$ cat src/rtl/alu_divider.sv
// Iterative radix-2 restoring unsigned divider producing quotient and remainder
// with a start/busy/done handshake for the execute-stage result mux.
module alu_divider #(
    parameter int WIDTH = 32
) (
    input  logic             i_clk,
    input  logic             i_rst,
    input  logic             i_start,
    input  logic             i_mod,
    input  logic [WIDTH-1:0] i_op1,
    input  logic [WIDTH-1:0] i_op2,
    output logic             o_busy,
    output logic             o_done,
    output logic             o_dbz,
    output logic [WIDTH-1:0] o_quot,
    output logic [WIDTH-1:0] o_rem,
    output logic [WIDTH-1:0] o_res
);

    localparam int CW = (WIDTH > 2) ? $clog2(WIDTH) : 1;
    localparam logic [CW-1:0] LAST = CW'(WIDTH - 1);

    typedef enum logic [1:0] {
        IDLE = 2'd0,
        RUN  = 2'd1,
        DONE = 2'd2
    } state_t;

    state_t           state_r, state_n;
    logic [CW-1:0]    cnt_r;
    logic [WIDTH-1:0] dvd_r, dvs_r, rem_r;
    logic             mod_r;
    logic             busy_r, done_r, dbz_r;
    logic [WIDTH-1:0] quot_out_r, rem_out_r, res_out_r;

    logic             accept_s;
    logic             zero_div_s;
    logic [WIDTH:0]   shifted_s, diff_s;
    logic             qbit_s;
    logic [WIDTH-1:0] rem_next_s, quot_next_s;

    // Next-state selection and start acceptance.
    always_comb begin
        state_n    = state_r;
        accept_s   = 1'b0;
        zero_div_s = (i_op2 == {WIDTH{1'b0}});
        case (state_r)
            IDLE, DONE: begin
                if (i_start) begin
                    accept_s = 1'b1;
                    state_n  = zero_div_s ? DONE : RUN;
                end else begin
                    state_n = IDLE;
                end
            end
            RUN: begin
                if (cnt_r == LAST) begin
                    state_n = DONE;
                end else begin
                    state_n = RUN;
                end
            end
            default: state_n = IDLE;
        endcase
    end

    // One restoring step: borrow out of the trial subtraction means the divisor did not fit.
    always_comb begin
        shifted_s   = {rem_r, dvd_r[WIDTH-1]};
        diff_s      = shifted_s - {1'b0, dvs_r};
        qbit_s      = ~diff_s[WIDTH];
        rem_next_s  = qbit_s ? diff_s[WIDTH-1:0] : shifted_s[WIDTH-1:0];
        quot_next_s = {dvd_r[WIDTH-2:0], qbit_s};
    end

    // State, datapath and result registers; results change only on entry to DONE.
    always_ff @(posedge i_clk) begin
        if (i_rst) begin
            state_r    <= IDLE;
            cnt_r      <= {CW{1'b0}};
            dvd_r      <= {WIDTH{1'b0}};
            dvs_r      <= {WIDTH{1'b0}};
            rem_r      <= {WIDTH{1'b0}};
            mod_r      <= 1'b0;
            busy_r     <= 1'b0;
            done_r     <= 1'b0;
            dbz_r      <= 1'b0;
            quot_out_r <= {WIDTH{1'b0}};
            rem_out_r  <= {WIDTH{1'b0}};
            res_out_r  <= {WIDTH{1'b0}};
        end else begin
            state_r <= state_n;
            busy_r  <= (state_n == RUN);
            done_r  <= (state_n == DONE);
            if (accept_s) begin
                dvd_r <= i_op1;
                dvs_r <= i_op2;
                rem_r <= {WIDTH{1'b0}};
                cnt_r <= {CW{1'b0}};
                mod_r <= i_mod;
                dbz_r <= zero_div_s;
                if (zero_div_s) begin
                    quot_out_r <= {WIDTH{1'b1}};
                    rem_out_r  <= i_op1;
                    res_out_r  <= i_mod ? i_op1 : {WIDTH{1'b1}};
                end else begin
                    quot_out_r <= quot_out_r;
                end
            end else if (state_r == RUN) begin
                dvd_r <= quot_next_s;
                rem_r <= rem_next_s;
                cnt_r <= cnt_r + CW'(1);
                if (cnt_r == LAST) begin
                    quot_out_r <= quot_next_s;
                    rem_out_r  <= rem_next_s;
                    res_out_r  <= mod_r ? rem_next_s : quot_next_s;
                end else begin
                    quot_out_r <= quot_out_r;
                end
            end else begin
                cnt_r <= cnt_r;
            end
        end
    end

    assign o_busy = busy_r;
    assign o_done = done_r;
    assign o_dbz  = dbz_r;
    assign o_quot = quot_out_r;
    assign o_rem  = rem_out_r;
    assign o_res  = res_out_r;

endmodule

$ cat config.mk
export PLATFORM = sky130hd
export DESIGN_NAME = alu_divider
export DESIGN_NICKNAME = d
export VERILOG_FILES = /design/src/rtl/alu_divider.sv
export SDC_FILE = /design/constraint.sdc
export NUM_CORES = 1
export LEC_CHECK = 0
export CAP_MARGIN = 15
export CORE_MARGIN = 5
export CORE_UTILIZATION = 55
export DETAILED_ROUTE_END_ITERATION = 10
export PLACE_DENSITY = 0.79
export SLEW_MARGIN = 10
export SYNTH_ARGS = -nofsm -noshare
export SYNTH_HDL_FRONTEND = slang
export SYNTH_SLANG_ARGS = --single-unit
$ cat constraint.sdc
create_clock -name i_clk -period 3.8 [get_ports i_clk]
set_clock_uncertainty 0.1 [all_clocks]
set_input_delay 0.76 -clock i_clk [delete_from_list [all_inputs] [get_ports i_clk]]
set_output_delay 0.76 -clock i_clk [all_outputs]
set_load 0.02 [all_outputs]
==> results of run 1 <==
layer usage:
| layer | global-route usage | up-vias | share of wire |
|---|---|---|---|
| met2 | 0.501 | 478 | 0.48 |
| met5 | 0 | - | 0 |
| met4 | 0.120 | 0 | 0.044 |
| met1 | 0.378 | 5210 | 0.40 |
| met3 | 0.0369 | 105 | 0.070 |
| li1 | - | 5289 | - |
sequential cells by signal (all words and copies together), names as in the netlist:
name,flops
o_busy,1
mod_r,1
o_quot,32
state_r,2
rem_r,32
o_rem,32
dvd_r,32
cnt_r,5
o_res,32
o_done,1
o_dbz,1
dvs_r,32
cell type report:
type                            count  area share
Multi-Input combinational cell   1067       0.459
Clock buffer                       32      0.0517
Inverter                           38      0.0107
Timing Repair Buffer              198       0.146
Sequential cell                   203       0.305
Clock inverter                      7     0.00319
Tap cell                          265      0.0249
power breakdown:
| part | internal (mW) | switching [mW] |
|---|---|---|
| logic | 0.636 | 1.03 |
| clock network | 1.26 | 0.874 |
| registers | 2.20 | 0.0695 |
final timing paths:
check / startpoint / to
worst max-delay path: dvs_r[29]$_SDFFE_PP0P_ / o_res[27]$_SDFFE_PP0P_
worst min-delay path: dvs_r[18]$_SDFFE_PP0P_ / dvs_r[18]$_SDFFE_PP0P_
worst max register to register: dvs_r[29]$_SDFFE_PP0P_ / o_res[27]$_SDFFE_PP0P_
worst min register to register: dvs_r[18]$_SDFFE_PP0P_ / dvs_r[18]$_SDFFE_PP0P_
critical path, cell delays in order (launching register included):
cell,delay [ps]
dfxtp_1,330
inv_1,50
ha_1,360
nand2_1,130
a311oi_1,550
and3_1,340
a21bo_2,260
nand3_2,90
buf_4,320
and2_0,180
a31o_2,140
o22ai_1,90
a2111oi_0,420
per-stage QoR:
stage,area (um^2),worst slack (ps),total power [mW],util
6_report,13300,316,6.07,0.690
5_1_grt,13300,28.9,6.34,0.690
4_1_cts,13300,304,6.07,0.689
3_5_place_dp,12600,83.1,3.94,0.651
3_3_place_gp,12600,138,3.93,0.651
2_1_floorplan,10700,707,3.46,-
cells in the mapped netlist (4+ instances only):
master	instances	area (um^2)
buf_1	8	30.0
mux2_2	4	45.0
nor4_1	15	93.8
and3_1	11	68.8
xor2_1	9	78.8
o21a_1	10	75.1
nand3_1	13	65.1
a21o_1	11	82.6
and2_1	5	31.3
a22oi_1	26	195
nand3b_1	8	60.1
nand2b_1	10	62.6
o22ai_1	16	100
a311oi_1	8	70.1
a31o_2	4	35.0
o21bai_1	5	37.5
nor2b_1	6	37.5
nand2_1	258	968
nor3_1	17	85.1
o211a_1	4	40.0
nand4_1	10	62.6
a21boi_0	4	30.0
o311ai_0	4	35.0
o21ai_0	76	380
dfxtp_1	203	4060
a211oi_1	40	300
inv_1	37	139
xnor2_1	16	140
a211o_1	10	87.6
nor2_1	151	567
o211ai_1	6	45.0
clkbuf_1	98	368
a21oi_1	153	766
o41ai_1	9	78.8
a31oi_1	50	313
ha_1	34	425
mux2i_1	17	170
or3_1	10	62.6
repair_timing:
action | in CTS | in global routing
resized for setup | 0 | 2
buffers inserted | 0 | 0
setup endpoints to repair | 0 | 5
endpoints found under the hold margin | 0 | 0
kinds of logic (layout without fill, tap and decap cells):
logic type / after synthesis / count (layout) / share of synthesized area
fa+ha+maj: 35 / 35 / 0.0415
simple gates: 524 / 524 / 0.209
compound gates: 460 / 460 / 0.272
flops: 203 / 203 / 0.379
mux: 23 / 23 / 0.0222
xor+xnor: 25 / 25 / 0.0204
buf+inv: 150 / 275 / 0.0551
==> results.yml, run 1 <==
synthesis:
  ys_types: 71
  synth_nets: 1523
  synth_seq_cells: 203
  ys_async_sr_fraction: 0
  synth-main-ff-cell: "dfxtp_1"
  syn_inst: 1420
  synth_area_per_cell_um2: 7.55
  synth-warning-count: 0
  synth_seq_area_share: 0.379
  synth_area_um2: 10700
  synth_edf_count: 0
cts:
  cts_tree: "built"
  clock-root-buffer: "clkbuf_16"
  cts_num_sinks: 203
  numCtsBuffers: 22
  htree_levels: 1
  clk_latency_ps: 500
  cts_buffer_depth: 3
  clkTransAtPathRegs_ps: 60
  hold_buffers: 0
place:
  dpl.hpwl_um: 24500
  finalWeightedCongestion: 0.954
  dp_cells: 1771
  numPortBuffers: 166
die:
  ios: 167
  die_w_um: 150
  start_util: 0.555
  rows: 51
  die-area_um2: 22400
  core_area_um2: 19300
  fp.dieH_um: 150
timing:
  tns_ps: 0
  rsz0062_at_grt: "false"
  clock.fmax_mhz: 287
  timing.slew.headroom: 0.440
  hold_slack_ps: 356
  period_share: 0.917
  setup_viol: 0
  worstMarginPinSlew_ps: 840
  period_needed_ps: 3480
  final-max-slew-violation-count: 0
  finalHoldViolations: 0
worst_setup_path:
  crit_fanout: 32
  crit_required_ps: 4080
  r2r_cells: 12
  cp-end-kind: "flip-flop"
  crit_path_start_kind: "flip-flop"
  r2r_slack_ps: 320
  cp.arrival_ps: 3760
  critPathKind: "flip-flop to flip-flop"
detailed_routing:
  wire_per_inst_um: 19.0
  route.antenna.remaining_nets: 0
  post-route-drc-count: 0
  num_vias: 11100
  via_per_inst: 6.12
  drt_first_pass_iters: 8
  drt-total-wl_um: 34400
  drtIter0Drc: 908
cells_and_area:
  final_cell_count_no_fill: 1810
  fin_nets: 1633
  regArea_um2: 4060
  multi_input_comb_area_um2: 6120
  fillCellCount: 1672
  mostFrequentLayoutCell: "nand2_1"
  drive_gt1_frac: 0.0615
  area_growth_pct: 24.4
  antenna_cells: 0
  final_cell_mix: "nand2_1 (257), dfxtp_1 (203), clkdlybuf4s50_1 (165)"
grt:
  grt_max_degree: 104
  grt_pass1_wl_um: 53700
  antenna_found_initial: 0
  grt_pass1_vias: 10300
  grt_usage: 0.294
  grt.overflow.total: 0
worst_hold_path:
  min_path_cells: 2
  hold_class: "flip-flop to flip-flop"
pwr:
  powerDensity_nw_per_um2: 455
  p_leak_nw: 4.86
  ir_drop_uv: 391
run_status:
  status: "completed"
flow_run:
  cap_viol_max_count: 0
(Power assumes the default switching activity.)
==> inputs of run 2 (changes only) <==
Settings changed: TNS_END_PERCENT set to 50.
Clock period 3.8 ns to 3.3 ns, I/O delays scaled along.
==> run 2 against run 1 <==
Combinational power up 37%; worst setup slack worse by 250 ps; utilization increased by 3.5 points; sequential cell count unchanged; non-clock buffer count increased by 64; critical path type unchanged.
==> results.yml, run 2 (synthesis results as in run 1) <==
timing:
  timing.slew.headroom: 0.376
  period_needed_ps: 3230
  worstMarginPinSlew_ps: 936
  worst_slack_ps: 69.3
  clock.fmax_mhz: 310
  finalHoldViolations: 0
  period_share: 0.979
  tns_ps: 0
  setup_viol: 0
  hold_slack_ps: 354
  final-max-slew-violation-count: 0
pwr:
  p_total_mw: 7.43
  powerDensity_nw_per_um2: 531
  p_leak_nw: 5.18
  ir_drop_uv: 492
place:
  dpl.hpwl_um: 26500
  numPortBuffers: 166
  dp_cells: 1833
  finalWeightedCongestion: 0.950
  post-place-ws_ps: -1.28
die:
  die-area_um2: 22400
  core_area_um2: 19300
  rows: 51
  fp.dieH_um: 150
  die_w_um: 150
  start_util: 0.555
  ios: 167
detailed_routing:
  drt_first_pass_iters: 6
  route.antenna.remaining_nets: 0
  num_vias: 11300
  via_per_inst: 6.00
  post-route-drc-count: 0
  wire_per_inst_um: 19.3
  drtIter0Drc: 951
  drt-total-wl_um: 36200
grt:
  grt_max_degree: 68
  antenna_found_initial: 0
  grt.overflow.total: 0
  grt_pass1_vias: 10400
  grt_usage: 0.311
  grt_pass1_wl_um: 56000
worst_setup_path:
  cp-end-kind: "flip-flop"
  cpPeakStageDelay_ps: 470
  path_depth: 12
  critPathKind: "flip-flop to flip-flop"
  cp.arrival_ps: 3570
  crit_fanout: 12
  critical_path.cell_chain: "inv_1, ha_1, a21o_1, a211o_1, o211a_1, a2111oi_4, nand3_2, buf_6, o31ai_1, buf_4, o21ai_0, a31oi_1"
  worst-path-buf-inv: 3
  crit_family: "compound AO/OA/AOI/OAI gates"
  crit_path_start_kind: "flip-flop"
  cp_slowest_cell: "o31ai_1"
  r2r_cells: 12
  crit_required_ps: 3640
cells_and_area:
  final_cell_mix: "nand2_1 (257), dfxtp_1 (202), clkdlybuf4s50_1 (165)"
  fin_nets: 1698
  antenna_cells: 0
  final_cell_count_no_fill: 1875
  mostFrequentLayoutCell: "nand2_1"
  fillCellCount: 1582
  area_growth_pct: 30.6
  drive_gt1_frac: 0.111
cts:
  numCtsBuffers: 23
  hold_buffers: 0
  cts_tree: "built"
  cts_num_sinks: 203
  clk_latency_ps: 520
  clkTransAtPathRegs_ps: 60
  clock-root-buffer: "clkbuf_16"
  htree_levels: 1
  cts_buffer_depth: 3
run_status:
  status: "completed"
worst_hold_path:
  min_path_cells: 2
  hold_class: "flip-flop to flip-flop"
flow_run:
  cap_viol_max_count: 0
==> run 2: cell count changes in the layout (fill, tap and decap cells not counted), moves of 3 or more <==
cell and delta:
ha_2 +3, clkbuf_1 +6, ha_4 +4, ha_1 -7, o21ai_1 +3, o21ai_0 -3, buf_12 +3, clkbuf_8 -5
buf_4 +60
==> run 2: final timing paths <==
| kind | startpoint | end | slack, ps |
|---|---|---|---|
| setup / recovery | dvs_r[25]$_SDFFE_PP0P_ | o_res[20]$_SDFFE_PP0P_ | 70 |
| hold / removal | dvs_r[28]$_SDFFE_PP0P_ | dvs_r[28]$_SDFFE_PP0P_ | 350 |
| setup reg to reg | dvs_r[25]$_SDFFE_PP0P_ | o_res[20]$_SDFFE_PP0P_ | 70 |
| hold reg to reg | dvs_r[28]$_SDFFE_PP0P_ | dvs_r[28]$_SDFFE_PP0P_ | 350 |
==> run 2: metal layers <==
| metal | GRT usage | part of all wire |
|---|---|---|
| met5 | 0 | 0 |
| met1 | 0.407 | 0.41 |
| met3 | 0.0391 | 0.064 |
| met2 | 0.521 | 0.48 |
| met4 | 0.125 | 0.043 |
==> run 2: layout make-up <==
type                       count  area [um^2]  area share
multi-input combinational   1067         6260       0.447
clock buffer                  33          643      0.0459
sequential                   203         4070       0.290
inverter                      38          143      0.0102
tap                          265          332      0.0237
clock inverter                 7         91.3     0.00652
timing repair buffer         262         2470       0.176
==> run 2: report_power, final <==
| group | internal [mW] | switching (mW) | leakage, nW |
|---|---|---|---|
| Sequential | 2.53 | 0.0815 | 1.65 |
| Clock | 1.51 | 1.02 | 0.358 |
| Combinational | 0.980 | 1.31 | 3.18 |
==> run 2: worst min-delay path, cell delays in order, from the launching register on <==
cell,delay [ps]
dfxtp_1,310
nand2_1,50
a21oi_1,50
==> run 2: what timing repair did <==
action	4_1_cts	5_1_grt
setup endpoints to repair	2	64
resized for setup	1	32
setup buffers	0	2
pin swaps	0	8
gates cloned	0	0
==> run 2: per-stage QoR <==
stage                      util  cell area [um^2]
after CTS                 0.716             13800
final                     0.724             14000
after global placement    0.677             13100
after floorplan               -             10700
after detailed placement  0.677             13100
after global routing      0.724             14000
